[src/rtl/seg_display_mux.sv]
// Multi-digit seven-segment driver: sequential shift-add-3 binary-to-BCD conversion
// feeding a time-multiplexed scanner with saturation, leading-zero blanking and service blink.
module seg_display_mux #(
  parameter int DIGITS       = 2,
  parameter int VAL_W        = 8,
  parameter int SCAN_DIV     = 1000,
  parameter int BLINK_FRAMES = 50
) (
  input  logic              clk_i,
  input  logic              rst_i,
  input  logic              service_i,
  input  logic              lz_blank_i,
  input  logic              load_i,
  input  logic [VAL_W-1:0]  value_i,
  output logic              busy_o,
  output logic              ovf_o,
  output logic [7:0]        seg_o,
  output logic [DIGITS-1:0] dig_o
);

  localparam int BCD_W = 4 * DIGITS;
  localparam int SR_W  = BCD_W + VAL_W;
  localparam int CNT_W = $clog2(VAL_W + 1);
  localparam int PRE_W = (SCAN_DIV > 1) ? $clog2(SCAN_DIV) : 1;
  localparam int IDX_W = (DIGITS > 1) ? $clog2(DIGITS) : 1;
  localparam int FRM_W = (BLINK_FRAMES > 1) ? $clog2(BLINK_FRAMES) : 1;

  localparam logic [PRE_W-1:0] PRE_MAX = PRE_W'(SCAN_DIV - 1);
  localparam logic [IDX_W-1:0] IDX_MAX = IDX_W'(DIGITS - 1);
  localparam logic [FRM_W-1:0] FRM_MAX = FRM_W'(BLINK_FRAMES - 1);
  localparam logic [BCD_W-1:0] NINES   = {DIGITS{4'h9}};

  typedef enum logic {S_IDLE, S_CONV} state_t;

  state_t             r_state;
  logic [SR_W-1:0]    r_sr;
  logic [CNT_W-1:0]   r_cnt;
  logic               r_sticky;
  logic               r_busy;
  logic               r_ovf;
  logic [BCD_W-1:0]   r_bcd;

  logic [SR_W-1:0]    w_adj;
  logic [SR_W-1:0]    w_shift;
  logic               w_sticky;

  // NOTE: always_comb uses blocking '=' so later statements see earlier updates; always_ff uses '<='.
  always_comb begin
    w_adj = r_sr;
    for (int i = 0; i < DIGITS; i++) begin
      if (w_adj[VAL_W + 4*i +: 4] >= 4'd5)
        w_adj[VAL_W + 4*i +: 4] = w_adj[VAL_W + 4*i +: 4] + 4'd3;
    end
  end

  assign w_shift  = {w_adj[SR_W-2:0], 1'b0};
  assign w_sticky = r_sticky | w_adj[SR_W-1];

  // NOTE: reset is synchronous, so it is tested inside the clocked block only.
  always_ff @(posedge clk_i) begin
    if (rst_i) begin
      r_state  <= S_IDLE;
      r_sr     <= '0;
      r_cnt    <= '0;
      r_sticky <= 1'b0;
      r_busy   <= 1'b0;
      r_ovf    <= 1'b0;
      r_bcd    <= '0;
    end else begin
      case (r_state)
        S_IDLE: begin
          if (load_i) begin
            r_sr     <= {{BCD_W{1'b0}}, value_i};
            r_cnt    <= CNT_W'(VAL_W);
            r_sticky <= 1'b0;
            r_busy   <= 1'b1;
            r_state  <= S_CONV;
          end
        end
        S_CONV: begin
          r_sr     <= w_shift;
          r_sticky <= w_sticky;
          r_cnt    <= r_cnt - 1'b1;
          // Last shift: commit the freshly shifted nibbles, saturated if anything fell off the top.
          if (r_cnt == CNT_W'(1)) begin
            r_bcd   <= w_sticky ? NINES : w_shift[SR_W-1 -: BCD_W];
            r_ovf   <= w_sticky;
            r_busy  <= 1'b0;
            r_state <= S_IDLE;
          end
        end
        default: r_state <= S_IDLE;
      endcase
    end
  end

  assign busy_o = r_busy;
  assign ovf_o  = r_ovf;

  logic [PRE_W-1:0]  r_pre;
  logic [IDX_W-1:0]  r_idx;
  logic [FRM_W-1:0]  r_frm;
  logic              r_blink;
  logic [7:0]        r_seg;
  logic [DIGITS-1:0] r_dig;

  logic [PRE_W-1:0]  w_pre_next;
  logic [IDX_W-1:0]  w_idx_next;
  logic [FRM_W-1:0]  w_frm_next;
  logic              w_blink_next;

  always_comb begin
    w_pre_next   = r_pre + 1'b1;
    w_idx_next   = r_idx;
    w_frm_next   = r_frm;
    w_blink_next = r_blink;
    if (r_pre == PRE_MAX) begin
      w_pre_next = '0;
      w_idx_next = (r_idx == IDX_MAX) ? '0 : r_idx + 1'b1;
      if (r_idx == IDX_MAX) begin
        if (r_frm == FRM_MAX) begin
          w_frm_next   = '0;
          w_blink_next = ~r_blink;
        end else begin
          w_frm_next = r_frm + 1'b1;
        end
      end
    end
  end

  function automatic logic [7:0] decode(input logic [3:0] d);
    case (d)
      4'd0:    decode = 8'hFC;
      4'd1:    decode = 8'h60;
      4'd2:    decode = 8'hDA;
      4'd3:    decode = 8'hF2;
      4'd4:    decode = 8'h66;
      4'd5:    decode = 8'hB6;
      4'd6:    decode = 8'hBE;
      4'd7:    decode = 8'hE0;
      4'd8:    decode = 8'hFE;
      4'd9:    decode = 8'hF6;
      default: decode = 8'h00;
    endcase
  endfunction

  logic [DIGITS-1:0] w_lz;
  logic              w_zero_acc;
  logic [3:0]        w_digit;
  logic              w_blank_sel;
  logic [7:0]        w_seg;

  // w_lz[k] is set when digit k and every more significant digit are zero.
  always_comb begin
    w_lz       = '0;
    w_zero_acc = 1'b1;
    for (int k = DIGITS - 1; k >= 1; k--) begin
      w_zero_acc = w_zero_acc & (r_bcd[4*k +: 4] == 4'd0);
      w_lz[k]    = w_zero_acc;
    end
  end

  always_comb begin
    w_digit     = r_bcd[3:0];
    w_blank_sel = 1'b0;
    for (int k = 0; k < DIGITS; k++) begin
      if (w_idx_next == IDX_W'(k)) begin
        w_digit     = r_bcd[4*k +: 4];
        w_blank_sel = w_lz[k];
      end
    end
    if (!service_i)
      w_seg = w_blink_next ? 8'h02 : 8'h00;
    else if (lz_blank_i && w_blank_sel)
      w_seg = 8'h00;
    else
      w_seg = decode(w_digit);
  end

  // Pattern is recomputed every clock so input and commit changes show on the next edge.
  always_ff @(posedge clk_i) begin
    if (rst_i) begin
      r_pre   <= '0;
      r_idx   <= '0;
      r_frm   <= '0;
      r_blink <= 1'b1;
      r_seg   <= 8'h00;
      r_dig   <= DIGITS'(1);
    end else begin
      r_pre   <= w_pre_next;
      r_idx   <= w_idx_next;
      r_frm   <= w_frm_next;
      r_blink <= w_blink_next;
      r_seg   <= w_seg;
      r_dig   <= DIGITS'(1) << w_idx_next;
    end
  end

  assign seg_o = r_seg;
  assign dig_o = r_dig;

endmodule

[config.mk]
export PLATFORM = sky130hd
export DESIGN_NAME = seg_display_mux
export DESIGN_NICKNAME = d
export VERILOG_FILES = /design/src/rtl/seg_display_mux.sv
export SDC_FILE = /design/constraint.sdc
export NUM_CORES = 1
export LEC_CHECK = 0
export CORE_MARGIN = 2
export CORE_UTILIZATION = 55
export CTS_CLUSTER_DIAMETER = 100
export DETAILED_ROUTE_END_ITERATION = 8
export PLACE_DENSITY = 0.77
export RECOVER_POWER = 100
export SYNTH_ARGS = -nofsm -noshare
export SYNTH_HDL_FRONTEND = slang
export SYNTH_SLANG_ARGS = --single-unit
[constraint.sdc]
create_clock -name clk_i -period 3.95 [get_ports clk_i]
set_clock_uncertainty 0.1 [all_clocks]
set_input_delay 0.5925 -clock clk_i [delete_from_list [all_inputs] [get_ports clk_i]]
set_output_delay 0.5925 -clock clk_i [all_outputs]
set_load 0.01 [all_outputs]
**Yosys cells after proc, flatten, opt, wreduce, memory -nomap -nowiden**

Memories as Yosys holds them, arrays and structs flattened.
Cells that the tools add are included.

- Memories: 1
- Input bits: 13
- Output and inout bits: 12
- Bits in read-only memories: 112
- Flip-flop bits (word level): 60

- $add $sub $neg: 6
- Muxes and demuxes: 26
- Equal/unequal tests: 5
- Bitwise operators: 3
- Reductions and logical operators: 6
- $lt $le $gt $ge: 2
- Shift-type cells: 1

Memories:

| memory | words | bits a word | rd ports | clocked after Yosys merged registers in | write ports | RTL line | text |
|---|---|---|---|---|---|---|---|
| (no name shown) | 16 | 7 | 1 | 0 | 0 | 132 | `case (d)` |

Operator list:

| operator | count |
|---|---|
| one-hot mux 16 bit (2 select lines) | 1 |
| 2-to-1 mux 8 bit | 3 |
| 2-to-1 mux 16 bit | 1 |
| 2-to-1 mux 4 bit | 4 |
| 2-to-1 mux 1 bit | 11 |
| adder 10 x 1 -> 10 bit, second input constant | 1 |
| == test 10 bit, second input constant | 1 |
| adder 4 x 2 -> 4 bit, second input constant | 2 |
| >= comparator 4 x 3 -> 1 bit, second input constant | 2 |
| one-hot mux 4 bit (2 select lines) | 1 |
| adder 6 x 1 -> 6 bit, second input constant | 1 |
| == test 6 bit, second input constant | 1 |
| 2-to-1 mux 6 bit | 1 |
| one-hot mux 1 bit (2 select lines) | 3 |
| AND reduction 2 bit | 3 |
| == test 4 x 1 -> 1 bit, second input constant | 1 |
| zero test 4 bit | 1 |
| subtractor 4 x 1 -> 4 bit, second input constant | 1 |
| 2-to-1 mux 2 bit | 1 |
| != test 2 x 1 -> 1 bit, second input constant | 1 |
| != test 2 bit, second input constant | 1 |
| inverter 1 bit | 2 |
| OR reduction 2 bit | 1 |
| left shift 1 x 1 -> 2 bit, first input constant | 1 |
| other kinds (3) | 3 |

**Longest topological paths before layout**

- Word-level depth: 7
- Depth in mapped cells: 12

**Least setup slack after synthesis**

No wires, ideal clock.

- Path type: register -> register
- Start: register r_pre[0]
- End: register r_seg[1], in the netlist seg_o[1]
- Stages on the path, launching flop included: 12
- Path buffers: 1
- Clock period less this slack: 2.537 ns
- Arrival time: 2.351 ns
- Library setup time: 0.086 ns
- Data required time: 3.764 ns
- Setup slack: 1.413 ns
- Cell sequence: dfxtp_1 -> ha_1 -> nand4b_1 -> nor3_1 -> ha_1 -> buf_2 -> mux2i_1 -> inv_1 -> ha_1 -> a21oi_1 -> a21oi_1 -> a211oi_1

- Word-level cells in the longest chain between the ends: 6

RTL lines:

| item | RTL line | text |
|---|---|---|
| start: declaration | 100 | `logic [PRE_W-1:0] r_pre;` |
| start signal: assignment | 190 | `r_pre <= w_pre_next;` |
| == test 10 bit * | 117 | `if (r_pre == PRE_MAX) begin` |
| 2-to-1 mux 1 bit * | 117 |  |
| named net w_idx_next | 108 | `logic [IDX_W-1:0] w_idx_next;` |
| 2-to-1 mux 4 bit or 2-to-1 mux 1 bit (tied branches) | 167 | `if (w_idx_next == IDX_W'(k)) begin` |
| memory read (16 x 7 bit) or logical AND 1 bit (tied branches) | -- |  |
| 2-to-1 mux 8 bit * | 174 | `else if (lz_blank_i && w_blank_sel)` |
| 2-to-1 mux 8 bit * | 172 | `if (!service_i)` |
| end signal: assignment | 194 | `r_seg <= w_seg;` |
| end: declaration | 104 | `logic [7:0] r_seg;` |

The timed path passes the listed nets; every way through them passes the cells marked *.
A chain may end at the register's enable or synchronous reset.

**Worst setup path in the final report**

Ends and elaborated chain as after synthesis.

==> impl_metrics.yaml <==
logic_synthesis:
  synth_compound_area_share_pct: 13.7
  synthXorXnorAreaFrac_pct: 5.13
  synth_top_family_by_area: "simple AND/OR/NAND/NOR gates"
  synth_flop_cell: "dfxtp_1"
  synth_top_cell_by_area: "dfxtp_1"
  netlist_instances: 315
  syn_nets: 344
  synth.distinct_cells: 42
  synth_edf_count: 0
  synth_warnings: 0
  async_flop_share_pct: 0
  synthMuxAreaShare_pct: 5.77
  syn_area_sq_um: 2730
  synth.top_cells.by_area: "dfxtp_1, nor2_1, ha_1"
  synth_top_area_share_pct: 42.5
  yosysSeqAreaShare_pct: 42.5
  synth.avg_cell_area_sq_um: 8.67
  synth-simple-area-share_pct: 20.7
  synth_seq_cells: 58
  synth_fa_ha_area_share_pct: 7.33
status:
  status: "completed"
final_layout:
  final_common_cell: "nor2_1"
  n_antenna_cell: 0
  num-nets-final: 364
  area_delta_synth_final_pct: 15.1
  layout_common_cells: "nor2_1, dfxtp_1, a21oi_1"
  drive_above_1_share_pct: 6.47
place:
  hpwlAfterDp_um: 3460
  portBuffers: 23
  place_congestion: 0.810
floorplan:
  die_width_um: 74.5
  rows: 25
  start_util_pct: 57.4
  ios: 25
  dieArea_sq_um: 5550
  dieHeight_um: 74.5
  coreArea_sq_um: 4750
worst_setup_path:
  arrival_ns: 3.03
  path_max_fanout: 8
  worstSetupStartpointType: "register"
  end_kind: "register"
  critPathRequiredTime_ns: 4.09
  path_class: "reg -> reg"
clocking:
  post-cts-setup-buffers: 0
  cts_tree: "yes"
  cts-htree-levels: 3
  hold_buffers: 0
  cts_buffer_depth: 2
  root_buffer: "clkbuf_8"
  clkLatencyLatePin_ns: 0.33
  numCtsBuffers: 9
  ctsResizeCount: 0
  path_clk_slew_ns: 0.06
  numClockSinks: 58
routing:
  drt-total-wl_um: 4900
  drtIter0Drc: 116
  final_antenna_net_count: 0
  routed_via_density: 5.34
  drcViolationCount: 0
  drtPass1Iterations: 4
  vias: 2175
  avgRoutedWirePerCell_um: 12.0
timing:
  fin_crit_sh_pct: 73.0
  hold_viol: 0
  setup_violations: 0
  max_freq_mhz: 347
  rsz0062_at_grt: "no"
  setup_tns_ns: 0
  worst_slew_pin_slew_ns: 0.918
  whs_ns: 0.363
  relSlewSlack_pct: 38.6
  finalCriticalPeriod_ns: 2.88
  slew_viol_final: 0
power_and_ir_drop:
  p_total_w: 0.00118
  p_clk_share_pct: 39.1
  power.leakage_nw: 1.26
  combPwrFrac_pct: 8.5
  pwr-share-seq_pct: 52.3
  p_sw_w: 0.000286
  ir_worst_vdd_mv: 0.247
  internal_power_w: 0.000892
  powerDensity_nw_per_um2: 375
  switching_share_pct: 24.3
global_routing:
  grt_start_max_net_pins: 36
  grt_pass1_wl_um: 8320
  grt_use_total_pct: 19.5
  grt_overflow: 0
  grt_antenna_before_repair: 0
  grt_pass1_vias: 1909
worst_hold_path:
  hold_path_class: "reg -> reg"
run:
  cap_violations: 0
-- metrics by stage --
stage               cells  utilization, %  worst slack [ns]  instance area, sq um
floorplan             315               -              1.41                  2730
global placement      391            62.8              1.24                  2990
detailed placement    391            62.8              1.11                  2990
CTS                   407            66.3              1.09                  3150
global route          407            66.1             0.880                  3140
finish                407            66.1              1.07                  3140
-- sequential cells by signal, indices dropped and copies added, names as in the netlist --
| name | cells |
|---|---|
| r_state | 1 |
| r_idx | 1 |
| busy_o | 1 |
| dig_o | 1 |
| r_cnt | 4 |
| r_pre | 10 |
| seg_o | 7 |
| r_frm | 6 |
| r_sticky | 1 |
| r_sr | 16 |
| r_bcd | 8 |
| r_blink | 1 |
| ovf_o | 1 |
-- logic make-up after synthesis --
group	Yosys count
simple gates	122
fa+ha+maj	16
flops	58
mux	15
compound gates	56
xor+xnor	16
other cells	1
buf+inv	31
-- power groups by stage --
stage	Clock [W]	Combinational, W	Sequential [W]
2_1_floorplan	0	0.0000661	0.000630
3_3_place_gp	0	0.000102	0.000629
3_5_place_dp	0	0.000104	0.000630
4_1_cts	0.000473	0.000105	0.000617
5_1_grt	0.000498	0.000114	0.000618
6_report	0.000461	0.000101	0.000616
-- worst paths after layout --
kind / startpoint / end / slack [ns] / cells after the start
max: r_pre[0]$_SDFF_PP0_ / seg_o[1]$_SDFF_PP0_ / 1.07 / 10
min: r_pre[0]$_SDFF_PP0_ / r_pre[0]$_SDFF_PP0_ / 0.36 / 1
max reg2reg: r_pre[0]$_SDFF_PP0_ / seg_o[1]$_SDFF_PP0_ / 1.07 / 10
min reg2reg: r_pre[0]$_SDFF_PP0_ / r_pre[0]$_SDFF_PP0_ / 0.36 / 1
-- worst max-delay path, cell delays in order, from the launching register on --
cell      delay [ns]
dfxtp_1         0.37
ha_1            0.22
nand4b_1        0.11
nor3_1          0.28
ha_1            0.41
mux2i_1         0.53
inv_1           0.13
ha_1            0.24
a21oi_1         0.12
a21oi_1         0.08
a211oi_1        0.21
-- cell type report --
| class | instances | area, sq um |
|---|---|---|
| clock buffers | 13 | 149 |
| clock inverters | 3 | 15.0 |
| fillers | 406 | 1610 |
| inverters | 15 | 56.3 |
| multi-input cells | 226 | 1440 |
| flip-flops and latches | 58 | 1160 |
| well taps | 67 | 83.8 |
| repair buffers | 25 | 241 |
-- synth_stat cells, types with 2 or more instances --
cell type	count
a211oi_1	6
a21o_1	2
a21oi_1	27
a22o_1	2
a22oi_1	2
a311oi_1	3
a31oi_1	2
and3_1	5
buf_1	2
buf_2	4
buf_4	2
clkbuf_1	8
dfxtp_1	58
ha_1	16
inv_1	15
mux2_2	3
mux2i_1	11
nand2_1	18
nand2b_1	4
nand3_1	5
nand4_1	4
nor2_1	61
nor2b_1	5
nor3_1	11
nor4b_1	2
o21ai_0	7
xnor2_1	10
xor2_1	6
-- layer usage --
layer | global-route usage, % | up-vias | share of wire [%]
li1 | - | 1108 | -
met1 | 25.7 | 1008 | 48
met2 | 29.8 | 50 | 46
met3 | 4.20 | 9 | 3.9
met4 | 10.5 | 0 | 2.3
met5 | 0 | - | 0
Power figures use the tool's default switching activity.
